===== src/rtl/spram_arbiter.sv =====
// Round-robin two-port sequencer for the 128 KiB SPRAM bank.
// Also drives the bank's standby/sleep pins with idle timeout and wake sequencing.
module spram_arbiter #(
    parameter int IDLE_STANDBY = 64,
    parameter int WAKE_CYCLES  = 2
) (
    input  logic        clk,
    input  logic        rst,
    input  logic        a_req,
    input  logic        a_we,
    input  logic [16:0] a_addr,
    input  logic [7:0]  a_wdata,
    output logic        a_ack,
    output logic        a_rvalid,
    output logic [7:0]  a_rdata,
    input  logic        b_req,
    input  logic        b_we,
    input  logic [16:0] b_addr,
    input  logic [7:0]  b_wdata,
    output logic        b_ack,
    output logic        b_rvalid,
    output logic [7:0]  b_rdata,
    input  logic        sleep_req,
    output logic [16:0] mem_addr,
    output logic [7:0]  mem_din,
    output logic        mem_wren,
    output logic        mem_cs,
    output logic        mem_standby,
    output logic        mem_sleep,
    output logic        mem_poweroff_n,
    input  logic [7:0]  mem_dout
);

    localparam int IW = (IDLE_STANDBY > 0) ? $clog2(IDLE_STANDBY + 1) : 1;
    localparam int WW = $clog2(WAKE_CYCLES + 1);
    localparam logic [IW-1:0] IDLE_MAX = IW'(IDLE_STANDBY);
    localparam logic [WW-1:0] WAKE_LAST = WW'(WAKE_CYCLES - 1);
    localparam bit WAKE_SKIP = (WAKE_CYCLES <= 1);

    typedef enum logic [1:0] {
        ST_ACTIVE,
        ST_STANDBY,
        ST_SLEEP,
        ST_WAKE
    } state_e;

    state_e        state_q, state_d, wake_tgt;
    logic          rr_q, rr_d;
    logic [IW-1:0] idle_q, idle_d;
    logic [WW-1:0] wake_q, wake_d;

    logic [16:0] mem_addr_q;
    logic [7:0]  mem_din_q;
    logic        mem_wren_q, mem_cs_q;
    logic        mem_standby_q, mem_sleep_q;
    logic        rd1_q, tag1_q, rd2_q, tag2_q;

    logic grant_a, grant_b, any_req, empty, active;

    assign any_req  = a_req | b_req;
    assign empty    = ~mem_cs_q & ~rd2_q;
    // the trigger cycle counts as the first low-pin cycle
    assign wake_tgt = WAKE_SKIP ? ST_ACTIVE : ST_WAKE;

    always_ff @(posedge clk) begin
        if (rst) begin
            state_q <= ST_ACTIVE;
            rr_q    <= 1'b0;
            idle_q  <= '0;
            wake_q  <= '0;
        end else begin
            state_q <= state_d;
            rr_q    <= rr_d;
            idle_q  <= idle_d;
            wake_q  <= wake_d;
        end
    end

    always_comb begin
        state_d = state_q;
        unique case (state_q)
            ST_ACTIVE: begin
                if (sleep_req) begin
                    if (empty) state_d = ST_SLEEP;
                end else if (IDLE_STANDBY != 0 && idle_q == IDLE_MAX
                             && !any_req && empty) begin
                    state_d = ST_STANDBY;
                end
            end
            ST_STANDBY: begin
                if (sleep_req)    state_d = ST_SLEEP;
                else if (any_req) state_d = wake_tgt;
            end
            ST_SLEEP: begin
                if (!sleep_req) state_d = wake_tgt;
            end
            ST_WAKE: begin
                if (sleep_req)                state_d = ST_SLEEP;
                else if (wake_q == WAKE_LAST) state_d = ST_ACTIVE;
            end
            default: state_d = ST_ACTIVE;
        endcase
    end

    always_comb begin
        active  = (state_q == ST_ACTIVE) && !sleep_req && !rst;
        grant_a = active && a_req && (!b_req || !rr_q);
        grant_b = active && b_req && (!a_req || rr_q);
        rr_d = rr_q;
        if (grant_a)      rr_d = 1'b1;
        else if (grant_b) rr_d = 1'b0;
        idle_d = idle_q;
        if (state_q != ST_ACTIVE || any_req) idle_d = '0;
        else if (idle_q != IDLE_MAX)         idle_d = idle_q + IW'(1);
        wake_d = (state_q == ST_WAKE) ? wake_q + WW'(1) : WW'(1);
    end

    always_ff @(posedge clk) begin
        if (rst) begin
            mem_addr_q    <= '0;
            mem_din_q     <= '0;
            mem_wren_q    <= 1'b0;
            mem_cs_q      <= 1'b0;
            mem_standby_q <= 1'b0;
            mem_sleep_q   <= 1'b0;
            rd1_q         <= 1'b0;
            tag1_q        <= 1'b0;
            rd2_q         <= 1'b0;
            tag2_q        <= 1'b0;
        end else begin
            mem_cs_q   <= grant_a | grant_b;
            mem_wren_q <= grant_a ? a_we : (grant_b & b_we);
            if (grant_a) begin
                mem_addr_q <= a_addr;
                mem_din_q  <= a_wdata;
            end else if (grant_b) begin
                mem_addr_q <= b_addr;
                mem_din_q  <= b_wdata;
            end
            rd1_q         <= (grant_a & ~a_we) | (grant_b & ~b_we);
            tag1_q        <= grant_b;
            rd2_q         <= rd1_q;
            tag2_q        <= tag1_q;
            mem_standby_q <= (state_d == ST_STANDBY);
            mem_sleep_q   <= (state_d == ST_SLEEP);
        end
    end

    assign a_ack          = grant_a;
    assign b_ack          = grant_b;
    assign a_rvalid       = rd2_q & ~tag2_q;
    assign b_rvalid       = rd2_q & tag2_q;
    assign a_rdata        = mem_dout;
    assign b_rdata        = mem_dout;
    assign mem_addr       = mem_addr_q;
    assign mem_din        = mem_din_q;
    assign mem_wren       = mem_wren_q;
    assign mem_cs         = mem_cs_q;
    assign mem_standby    = mem_standby_q;
    assign mem_sleep      = mem_sleep_q;
    assign mem_poweroff_n = 1'b1;

endmodule

===== config.mk =====
export PLATFORM = sky130hd
export DESIGN_NAME = spram_arbiter
export DESIGN_NICKNAME = d
export VERILOG_FILES = /design/src/rtl/spram_arbiter.sv
export SDC_FILE = /design/constraint.sdc
export NUM_CORES = 1
export LEC_CHECK = 0
export CORE_ASPECT_RATIO = 1.5
export CORE_MARGIN = 2
export CORE_UTILIZATION = 37
export CTS_CLUSTER_SIZE = 40
export DETAILED_ROUTE_END_ITERATION = 6
export MAX_ROUTING_LAYER = met4
export PLACE_DENSITY = 0.81
export SYNTH_ARGS = -nofsm -noshare
export SYNTH_HDL_FRONTEND = slang
export SYNTH_SLANG_ARGS = --single-unit

===== constraint.sdc =====
create_clock -name clk -period 1.5 [get_ports clk]
set_clock_uncertainty 0.15 [all_clocks]
set_input_delay 0.225 -clock clk [delete_from_list [all_inputs] [get_ports clk]]
set_output_delay 0.225 -clock clk [all_outputs]
set_load 0.02 [all_outputs]

==> metrics.cfg <==
[floorplanning]
die_w_um=70.22
dieArea_um2=7255
die_y_um=103.3
core_um2=6441
rows=36
pin_count=115
initial_utilization_pct=37.78

[grt]
track_usage_pct=19.10
antenna_found_initial=0
gr-total-overflow=0
grt_pass1_vias=2290
grt_busiest_layer=met2
use_met1_pct=18.63
use_met3_pct=3.876
grt_pass1_wl_mm=10.52
grt_start_max_net_pins=22
met2_usage_pct=36.57

[clock_network]
cts.sinks=45
insertion_delay_ns=0.29
numCtsBuffers=5
cts-root-buf=clkbuf_8
cts_hold_buffers=0
cts.clk_slew.worst_paths_ns=0.08
cts_tree=done
htree_levels=2
clockBufferDepth=2

[power]
vdd_drop_max_mv=0.5097
power.total_mw=2.859
powerDensity_nw_per_um2=730.6
leakage_nw=1.642

[worst_setup_path]
critical_path_required_ns=1.12
crit_arrival_ns=1.34
cp-start-kind=flop
critPathMaxFanout=3
critical_path_class=reg -> out
end_kind=output pin

[sta]
slew_violations=0
rsz0062_at_grt=yes
layout_setup_ws_ns=-0.2121
min_period_over_period_pct=114.1
setup_viol_count_final=35
setup_tns_ns=-4.430
fin_hold_ws_ns=0.2705
final.min_clock_period_ns=1.712
timing.final.hold_violations=0
fmax_mhz=584.1

[final_layout]
syn_to_final_growth_pct=60.82
n_antenna_cell=0
fillers=517
final_cell_mix=clkdlybuf4s50_1 (52), dfxtp_1 (39), dlygate4sd2_1 (32), inv_1 (31), nand2b_1 (27)
drive_above_1_share_pct=31.01
layout_commonest_cell=clkdlybuf4s50_1
finalNetCount=426
design_area_um2=3914

[placement]
portBuffers=89
routabilityCongestion=0.8869
dp_hpwl_mm=4.557
postPlaceCellArea_um2=3415
dp_slack_ns=-0.7731

[route]
drc=0
via_count=2220
wl_per_cell_um=15.78
wirelength_mm=6.848
antenna_left=0
viasPerCell=5.115
drtIter0Drc=55
dr.pass1.iters=4

[synthesis]
syn_inst=254
yosysSeqAreaShare_pct=37.02
synth-edff-count=0
syn-num-nets=322
synth.distinct_cells=39
ys.flop_type=dfxtp_1
ys.warnings.count=0
synth_area_um2=2434
syn_area_per_cell_um2=9.581
synth.ff_latch_count=45
synthArstFlopShare_pct=0

[hold_path]
min_path_type=in -> reg

[flow_run]
cap_violations=0

[status]
status=finished with violations
violations=setup timing

-- layout make-up --
| class | instances | area, um^2 | area share [%] |
|---|---|---|---|
| clock buffer | 7 | 86.33 | 2.206 |
| timing repair buffer | 129 | 1329 | 33.95 |
| sequential | 45 | 913.4 | 23.34 |
| inverter | 34 | 127.6 | 3.261 |
| tap | 76 | 95.09 | 2.430 |
| multi-input combinational | 143 | 1363 | 34.81 |
-- critical path, stage by stage, from the launching register on --
cell     delay [ns]
dfxtp_4        0.36
nor4_4         0.26
buf_4          0.19
nand2_4        0.06
inv_2          0.07
buf_6          0.11
-- path summary, 6_finish.rpt --
| check | start | endpoint | slack (ns) | depth (start not counted) |
|---|---|---|---|---|
| min | rst | rr_q | 0.27 | 3 |
| max reg2reg | state_q[0] | mem_din[3] | -0.17 | 6 |
| min reg2reg | tag1_q | tag2_q | 0.31 | 1 |
| max | state_q[0] | a_ack | -0.21 | 5 |
-- synthesized netlist by cell type, types with 5 or more instances --
master    number  area share (%)
a21oi_1        7             1.4
nand2b_1      27             6.9
buf_4         21             6.5
nand3_1        7             1.4
nand2_1        6            0.93
inv_1         34             5.2
mux2i_1       25              10
a221oi_1       7             2.5
a221oi_2      18              11
clkbuf_1       6            0.93
o21ai_0        5             1.0
dfxtp_1       45              37
-- kinds of logic after synthesis --
group	Yosys count	share of synthesized area, %
AOI/OAI and AO/OA	45	18.77
and+or+nand+nor	66	16.45
xor gates and xnor gates	3	1.080
buffers and inverters	66	14.70
DFF	45	37.02
other	1	0.1541
muxes	25	10.28
adders and majority gates	3	1.543
-- power by group --
part / switching (mW) / internal [mW] / leakage, nW / total, mW
sequential: 0.0376 / 1.26 / 0.371 / 1.29
clock: 0.371 / 0.366 / 0.0443 / 0.737
combinational: 0.372 / 0.456 / 1.23 / 0.828
-- stage by stage --
step,cells,utilization [%]
2_1_floorplan,254,-
3_3_place_gp,410,53.01
3_5_place_dp,410,53.01
4_1_cts,432,58.94
5_1_grt,434,60.76
6_report,434,60.76
-- state kept, by name, indices dropped and copies added (netlist names) --
name / flops
mem_addr: 17
state_q: 2
rr_q: 1
mem_din: 8
rd2_q: 1
wake_q: 2
mem_cs: 1
mem_sleep: 1
mem_standby: 1
idle_q: 7
mem_wren: 1
tag2_q: 1
rd1_q: 1
tag1_q: 1
-- per-layer routing --
metal  routed length, um  part of all wire [%]
met5                   0                     0
met1                2478                    36
met2                3891                    57
met4                 118                   1.7
met3                 360                   5.3
-- repair_timing --
| action | CTS | global route |
|---|---|---|
| endpoints found under the setup margin | 70 | 42 |
| buffers inserted | 12 | 3 |
| gates cloned | 3 | 1 |
| gates resized for setup | 88 | 28 |
| pin swaps | 24 | 24 |
Power figures use the tool's default switching activity.
